**config.mk**
```make
export PLATFORM = sky130hd
export DESIGN_NAME = mic_level_meter_flat
export DESIGN_NICKNAME = d
export VERILOG_FILES = /design/src/rtl/mic_pkg.sv /design/src/rtl/mic_level_meter_if.sv /design/src/rtl/dc_blocker.sv /design/src/rtl/mic_level_meter.sv /design/src/flat_wrapper.sv
export SDC_FILE = /design/constraint.sdc
export NUM_CORES = 1
export LEC_CHECK = 0
export ABC_AREA = 1
export BUFFER_PORTS_ARGS = -buffer_cell sky130_fd_sc_hd__clkbuf_2
export CORE_ASPECT_RATIO = 0.7
export CORE_MARGIN = 5
export CORE_UTILIZATION = 55
export CTS_BUF_LIST = sky130_fd_sc_hd__clkbuf_4 sky130_fd_sc_hd__clkbuf_8
export CTS_CLUSTER_SIZE = 16
export DETAILED_ROUTE_END_ITERATION = 6
export PLACE_DENSITY = 0.73
export SLEW_MARGIN = 20
export SYNTH_ARGS = -nofsm -noshare
export SYNTH_HDL_FRONTEND = slang
export SYNTH_SLANG_ARGS = --single-unit
```
**constraint.sdc**
```tcl
create_clock -name clk -period 6.9 [get_ports clk]
set_input_delay 0.69 -clock clk [delete_from_list [all_inputs] [get_ports clk]]
set_output_delay 0.69 -clock clk [all_outputs]
set_load 0.05 [all_outputs]
```
**src/rtl/mic_pkg.sv**
```systemverilog
// Shared types and saturation helpers for the mic level meter datapath.
package mic_pkg;

  localparam int DEFAULT_SAMPLE_DEPTH = 16;

  // Clamp a sign-extended value into the signed range of 'width' bits.
  function automatic logic signed [31:0] sat_signed(input logic signed [31:0] value,
                                                    input int width);
    logic signed [31:0] hi;
    logic signed [31:0] lo;
    hi = (32'sd1 <<< (width - 1)) - 32'sd1;
    lo = -(32'sd1 <<< (width - 1));
    if (value > hi) return hi;
    if (value < lo) return lo;
    return value;
  endfunction

  // Magnitude with the most negative code folded onto the largest positive one.
  function automatic logic [31:0] abs_sat(input logic signed [31:0] value, input int width);
    logic signed [31:0] hi;
    logic signed [31:0] m;
    hi = (32'sd1 <<< (width - 1)) - 32'sd1;
    m  = (value < 0) ? -value : value;
    if (m > hi) m = hi;
    return m;
  endfunction

endpackage

```
**src/rtl/mic_level_meter_if.sv**
```systemverilog
// Decimated sample stream between the level meter and its consumer.
interface mic_level_meter_if #(
  parameter int SD = 16
);
  logic signed [SD-1:0] sample_out;
  logic                 sample_valid;
  logic                 sample_ready;

  modport master (output sample_out, output sample_valid, input sample_ready);
  modport slave  (input sample_out, input sample_valid, output sample_ready);
endinterface

```
**src/rtl/dc_blocker.sv**
```systemverilog
// First-order DC tracker: y = x - (acc >>> DC_SHIFT), acc integrates y before saturation.
// One cycle from en to y_valid; acc only moves on en.
module dc_blocker
  import mic_pkg::*;
#(
  parameter int SD       = DEFAULT_SAMPLE_DEPTH,
  parameter int DC_SHIFT = 8
) (
  input  logic                 clk,
  input  logic                 rst,
  input  logic signed [SD-1:0] x,
  input  logic                 en,
  output logic signed [SD-1:0] y,
  output logic                 y_valid
);

  localparam int AW = SD + DC_SHIFT + 1;

  logic signed [AW-1:0] acc_q, acc_d;
  logic signed [SD-1:0] y_q, y_d;
  logic                 y_vld_q, y_vld_d;
  logic signed [SD:0]   dc;
  logic signed [SD:0]   hp;

  always_comb begin
    dc      = (SD+1)'(acc_q >>> DC_SHIFT);
    hp      = $signed({x[SD-1], x}) - dc;
    acc_d   = acc_q;
    y_d     = y_q;
    y_vld_d = en;
    if (en) begin
      // acc is wide enough to never wrap, so it integrates the unsaturated difference
      acc_d = acc_q + AW'(hp);
      y_d   = SD'(sat_signed(32'(hp), SD));
    end
  end

  always_ff @(posedge clk or posedge rst) begin
    if (rst) begin
      acc_q   <= '0;
      y_q     <= '0;
      y_vld_q <= 1'b0;
    end else begin
      acc_q   <= acc_d;
      y_q     <= y_d;
      y_vld_q <= y_vld_d;
    end
  end

  assign y       = y_q;
  assign y_valid = y_vld_q;

endmodule

```
**src/rtl/mic_level_meter.sv**
```systemverilog
// Decimates audio_in, removes DC, streams samples on valid/ready and drives a decaying peak level.
// A new sample overwrites an unaccepted one and bumps the saturating dropped count.
module mic_level_meter
  import mic_pkg::*;
#(
  parameter int SAMPLE_DEPTH = DEFAULT_SAMPLE_DEPTH,
  parameter int DECIMATE     = 256,
  parameter int DC_SHIFT     = 8,
  parameter int DECAY_SHIFT  = 4,
  parameter int LEVEL_BITS   = 8
) (
  input  logic                           clk,
  input  logic                           rst,
  input  logic signed [SAMPLE_DEPTH-1:0] audio_in,
  mic_level_meter_if.master              smp,
  output logic [LEVEL_BITS-1:0]          level,
  output logic [7:0]                     dropped
);

  localparam int CW = $clog2(DECIMATE);
  localparam int MW = SAMPLE_DEPTH - 1;

  logic [CW-1:0]                  cnt_q, cnt_d;
  logic                           tick;
  logic signed [SAMPLE_DEPTH-1:0] x_q, x_d;
  logic                           x_vld_q, x_vld_d;
  logic signed [SAMPLE_DEPTH-1:0] y;
  logic                           y_valid;
  logic signed [SAMPLE_DEPTH-1:0] out_q, out_d;
  logic                           vld_q, vld_d;
  logic [MW-1:0]                  mag_q, mag_d;
  logic                           mag_vld_q, mag_vld_d;
  logic [MW-1:0]                  peak_q, peak_d;
  logic [MW-1:0]                  decayed;
  logic [7:0]                     drop_q, drop_d;

  dc_blocker #(
    .SD       (SAMPLE_DEPTH),
    .DC_SHIFT (DC_SHIFT)
  ) u_dc_blocker (
    .clk     (clk),
    .rst     (rst),
    .x       (x_q),
    .en      (x_vld_q),
    .y       (y),
    .y_valid (y_valid)
  );

  always_comb begin
    tick      = (cnt_q == CW'(DECIMATE - 1));
    cnt_d     = tick ? '0 : cnt_q + 1'b1;
    x_d       = tick ? audio_in : x_q;
    x_vld_d   = tick;

    out_d     = y_valid ? y : out_q;
    vld_d     = vld_q & ~smp.sample_ready;
    if (y_valid) vld_d = 1'b1;

    // Overwrite only counts as a drop if the held sample is not leaving this same edge
    drop_d    = drop_q;
    if (y_valid && vld_q && !smp.sample_ready && drop_q != 8'hFF) drop_d = drop_q + 8'd1;

    mag_d     = y_valid ? MW'(abs_sat(32'(y), SAMPLE_DEPTH)) : mag_q;
    mag_vld_d = y_valid;

    decayed   = peak_q - (peak_q >> DECAY_SHIFT);
    peak_d    = peak_q;
    if (mag_vld_q) peak_d = (mag_q > decayed) ? mag_q : decayed;
  end

  always_ff @(posedge clk or posedge rst) begin
    if (rst) begin
      cnt_q     <= '0;
      x_q       <= '0;
      x_vld_q   <= 1'b0;
      out_q     <= '0;
      vld_q     <= 1'b0;
      mag_q     <= '0;
      mag_vld_q <= 1'b0;
      peak_q    <= '0;
      drop_q    <= '0;
    end else begin
      cnt_q     <= cnt_d;
      x_q       <= x_d;
      x_vld_q   <= x_vld_d;
      out_q     <= out_d;
      vld_q     <= vld_d;
      mag_q     <= mag_d;
      mag_vld_q <= mag_vld_d;
      peak_q    <= peak_d;
      drop_q    <= drop_d;
    end
  end

  assign smp.sample_out   = out_q;
  assign smp.sample_valid = vld_q;
  assign level            = peak_q[SAMPLE_DEPTH-2 -: LEVEL_BITS];
  assign dropped          = drop_q;

endmodule

```
**src/flat_wrapper.sv**
```systemverilog
// flat-port wrapper written by rule: the top's interface ports become plain ports
module mic_level_meter_flat import mic_pkg::*;
#(
  parameter int SAMPLE_DEPTH = DEFAULT_SAMPLE_DEPTH,
  parameter int DECIMATE     = 256,
  parameter int DC_SHIFT     = 8,
  parameter int DECAY_SHIFT  = 4,
  parameter int LEVEL_BITS   = 8
)
  (clk, rst, audio_in, level, dropped, smp_sample_out, smp_sample_valid, smp_sample_ready);
  mic_level_meter_if #(.SD(16)) smp_i ();
  input  logic clk;
  input  logic rst;
  input  logic signed [SAMPLE_DEPTH-1:0] audio_in;
  output logic [LEVEL_BITS-1:0] level;
  output logic [7:0] dropped;
  output wire logic [$bits(smp_i.sample_out)-1:0] smp_sample_out;
  output wire logic [$bits(smp_i.sample_valid)-1:0] smp_sample_valid;
  input wire logic [$bits(smp_i.sample_ready)-1:0] smp_sample_ready;
  assign smp_sample_out = smp_i.sample_out;
  assign smp_sample_valid = smp_i.sample_valid;
  assign smp_i.sample_ready = smp_sample_ready;
  mic_level_meter #(.SAMPLE_DEPTH(SAMPLE_DEPTH), .DECIMATE(DECIMATE), .DC_SHIFT(DC_SHIFT), .DECAY_SHIFT(DECAY_SHIFT), .LEVEL_BITS(LEVEL_BITS)) u_core (.clk(clk), .rst(rst), .audio_in(audio_in), .smp(smp_i), .level(level), .dropped(dropped));
endmodule
```
==> impl_results.md <==
* Top-count cell post-synth: nand2_1
* Post-CTS setup buffer count at 0
* Die area at 18,700 µm²
* Critical-path top delay cell: nand2_2
* Power share of the combinational group at 0.014
* Total clock sinks at 123
* R2r setup slk at 2.97 ns
* Clock Skew at 0.00829 ns
* Final net count at 1,383
* Ys Warns at 0
* Clock slew at the register clock pins of the worst setup and hold paths at 0.08 ns
* Critical path buffers and inverters at 2
* Fin crit share at 0.569
* Synth cell count leaders: nand2_1 (429), inv_1 (159), dfrtp_1 (123)
* GR Overflow Total at 0
* Yosys top cell area share at 0.349
* GP Congestion at 0.983
* Peak supply drop at 0.0000920 V
* Worst-Margin Slew at 0.859 ns
* Num CTS Buffers at 17
* Syn_area_per_cell at 7.06 µm²
* Setup TNS at 0 ns
* Status: completed
* CP Data Required Time at 7.20 ns
* Crit path capture type: flop
* Complex-gate fraction of the synthesized area at 0.0955
* DR vias/cell at 5.42
* Design area at ~9500 µm²
* Root Driver: clkbuf_8
* Internal power at 1.06 mW
* Sequential fraction of the synthesis area at 0.349
* Diodes inserted at 0
* Crit-path leading delay family: simple AND/OR/NAND/NOR gates
* All-layer global routing usage at 0.254
* #FFs+latches synth at 123
* Share of cells above drive strength 1 at 0.0906
* Num ports at between 50 and 60
* WL final at 22,800 µm
* Die width at 161 µm
* Number of global-route vias before repair at around 7,400
* Clk buf depth at 2
* Yosys top cell by area: dfrtp_1
* Crit path time final at 3.93 ns
* Power per cell area at around 150 nW/µm²
* Router iterations before antenna repair at 5
* PortBufs at 51
* Post-layout util at 0.610
* Row count at 38
* Worst reg2reg endpoint: u_core.peak_q[7]
* Slew Limit Fails at 0
* Crit. path cell count at 20
* Synth Area in Adders at 0.106
* RSZ-0062 raised after global routing: false
* FFs w/ async S/R, synth at 1.00
* CTS Hold Bufs at 0
* Slew headroom at 0.427
* Most used DFF post-synth: dfrtp_1
* Cell Chain, Critical Path: inv_1 > ha_1 > inv_1 > fa_1 > nand3_1 > nand2_1 > nand3_1 > nand2_1 > nand3_1 > nand3_1 > and2_1 > ha_1 > nand2_1 > nor2_1 > nor3b_2 > nand3b_1 > nand2_2 > nand2_1 > nand3_1 > o21ai_0
* Initial antenna violation count at 0
* Placed cell areas at ~9200 µm²
* Initial DRC count at around 870
* Wire per inst at 15.1 µm
* Unique cell type count in the Yosys netlist at 43
* Cells resized by post-CTS repair at 0
* Largest net degree at the start of global routing at 64
* Fmax at around 250 MHz
* EDFF count, synth at 0
* Post-DP HPWL at 17,500 µm
* H-Tree Depth at 4
* Cell mode on critical path: nand3_1
* Largest family of logic cells by synthesized area: simple AND/OR/NAND/NOR gates
* Startpoint type of the worst setup path: flop
* Sequential power share at 0.520
* PnR Total Power at 1.39 mW
* Initial core utilization at 0.564
* Post-DRT Antenna Nets at 0
* Hold Path Class: input port to asynchronous set/reset pin
* FF-to-FF path depth at 20
* Crit path largest cell delay at 0.49 ns
* Net Switching at 0.326 mW
* Worst path arrival time at 4.23 ns
* Hold slack at 0.368 ns
* Overall die height at around 120 µm
* Core Footprint at 15,600 µm²
* Switching Fraction at 0.235
* Post-synthesis mux area share at 0
* Clock group share of total power at 0.466
* Mapped cell area at 8830 µm²
* Max-Cap Viols at 0
* Final Hold Fails at 0
* DRC Markers at 0
* First-pass GRT wire length at 37,900 µm
* Setup violations, final at 0
* Area growth syn-to-layout at 8.09%
* Total number of vias at 8,152
* Crit path capture: u_core.peak_q[7]
* Area share of xor/xnor cells in the synthesized design at 0.0446
* Synth Area in Simple Gates at 0.312
* Fillers at between 1,000 and 1,500
* CTS tree: done
* Later-pin clock latency in the skew report at 0.45 ns
* Worst Setup Path Type: flop to flop
* Mapped Nets at 1,342
* Worst-path fanout max at 19
* Leakage at 5.35 nW
* Synth top area cells: dfrtp_1 (35%), nand2_1 (18%), ha_1 (9.9%)
* Synth Instances at 1,250
* R2r startpoint: u_core.peak_q[0]
* Critical Path Start: u_core.peak_q[0]
-- power by group through the flow --
stage                     Combinational, mW  Clock, mW  Sequential (mW)
after CTS                            0.0208      0.652            0.720
after floorplan                      0.0105          0            0.735
after global placement               0.0204          0            0.734
after global routing                 0.0238      0.691            0.720
after detailed placement             0.0208          0            0.734
final                                0.0195      0.646            0.720
-- layout make-up --
class                           count  area, µm²  share of cell area
Multi-Input combinational cell    930       4930               0.516
Inverter                          165        624              0.0654
Clock inverter                     11        123              0.0128
Clock buffer                       20        263              0.0275
Tap cell                          200        250              0.0262
Sequential cell                   123       3080               0.322
Timing Repair Buffer               54        278              0.0291
-- stage by stage --
| step | setup slack [ns] | cells |
|---|---|---|
| global placement | 3.32 | 1472 |
| finish | 2.97 | 1503 |
| detailed placement | 3.11 | 1472 |
| global route | 2.65 | 1503 |
| floorplan | 2.94 | 1250 |
| CTS | 3.07 | 1503 |
-- worst min path at each step --
| stage | start | endpoint | slack, ns |
|---|---|---|---|
| global route | smp_sample_ready | u_core.smp.sample_valid | 0.43 |
| detailed placement | u_core.cnt_q[0] | u_core.cnt_q[0] | 0.46 |
| floorplan | u_core.u_dc_blocker.y_valid | u_core.mag_vld_q | 0.39 |
| finish | rst | u_core.dropped[0] | 0.37 |
| CTS | rst | u_core.dropped[6] | 0.39 |
| global placement | u_core.cnt_q[0] | u_core.cnt_q[0] | 0.45 |
-- placed cells by master, fill, tap and decap left out, types with 3 or more instances in the layout --
| master | netlist | routed |
|---|---|---|
| o21bai_1 | 4 | 4 |
| nor2_1 | 76 | 76 |
| a22oi_1 | 6 | 6 |
| nand3_1 | 87 | 87 |
| a21oi_2 | 5 | 5 |
| or2_1 | 3 | 3 |
| buf_4 | 10 | 3 |
| nor3_2 | 3 | 3 |
| nand3b_1 | 7 | 7 |
| dfrtp_1 | 123 | 123 |
| clkinv_2 | 0 | 4 |
| nand2_2 | 12 | 12 |
| clkinv_4 | 0 | 4 |
| o21ai_0 | 64 | 64 |
| and2_1 | 3 | 3 |
| ha_1 | 70 | 70 |
| clkbuf_8 | 1 | 18 |
| xor2_1 | 29 | 29 |
| o21a_1 | 3 | 3 |
| a21oi_1 | 61 | 61 |
| inv_1 | 159 | 157 |
| nor4_1 | 3 | 3 |
| clkbuf_2 | 0 | 51 |
| o21ai_1 | 8 | 8 |
| xnor2_1 | 16 | 16 |
| nand4_1 | 14 | 14 |
| fa_1 | 3 | 3 |
| nand2_1 | 429 | 429 |
| inv_2 | 4 | 5 |
| nor3_1 | 11 | 11 |
-- logic make-up after synthesis --
| logic type | count (synthesis) |
|---|---|
| buffers and inverters | 197 |
| DFF | 123 |
| xor gates and xnor gates | 45 |
| AOI/OAI and AO/OA | 156 |
| adders and majority gates | 73 |
| and+or+nand+nor | 656 |
-- flip-flops by register name (all words and copies together), names as in the netlist --
register,count
u_core.u_dc_blocker.acc_q,25
u_core.smp.sample_out,16
u_core.u_dc_blocker.y,16
u_core.x_q,16
u_core.mag_q,15
u_core.peak_q,15
u_core.cnt_q,8
u_core.dropped,8
u_core.mag_vld_q,1
u_core.smp.sample_valid,1
u_core.u_dc_blocker.y_valid,1
u_core.x_vld_q,1
-- per-layer routing --
metal  part of all wire  vias to the layer above  global-route usage  wire length, µm
met1               0.55                     3745               0.423            12500
met5                  0                        -                   0                0
met3              0.092                       23              0.0633             2090
met4              0.010                        0              0.0500              229
li1                   -                     4075                   -                -
met2               0.35                      309               0.322             7930
Power figures use the tool's default switching activity.
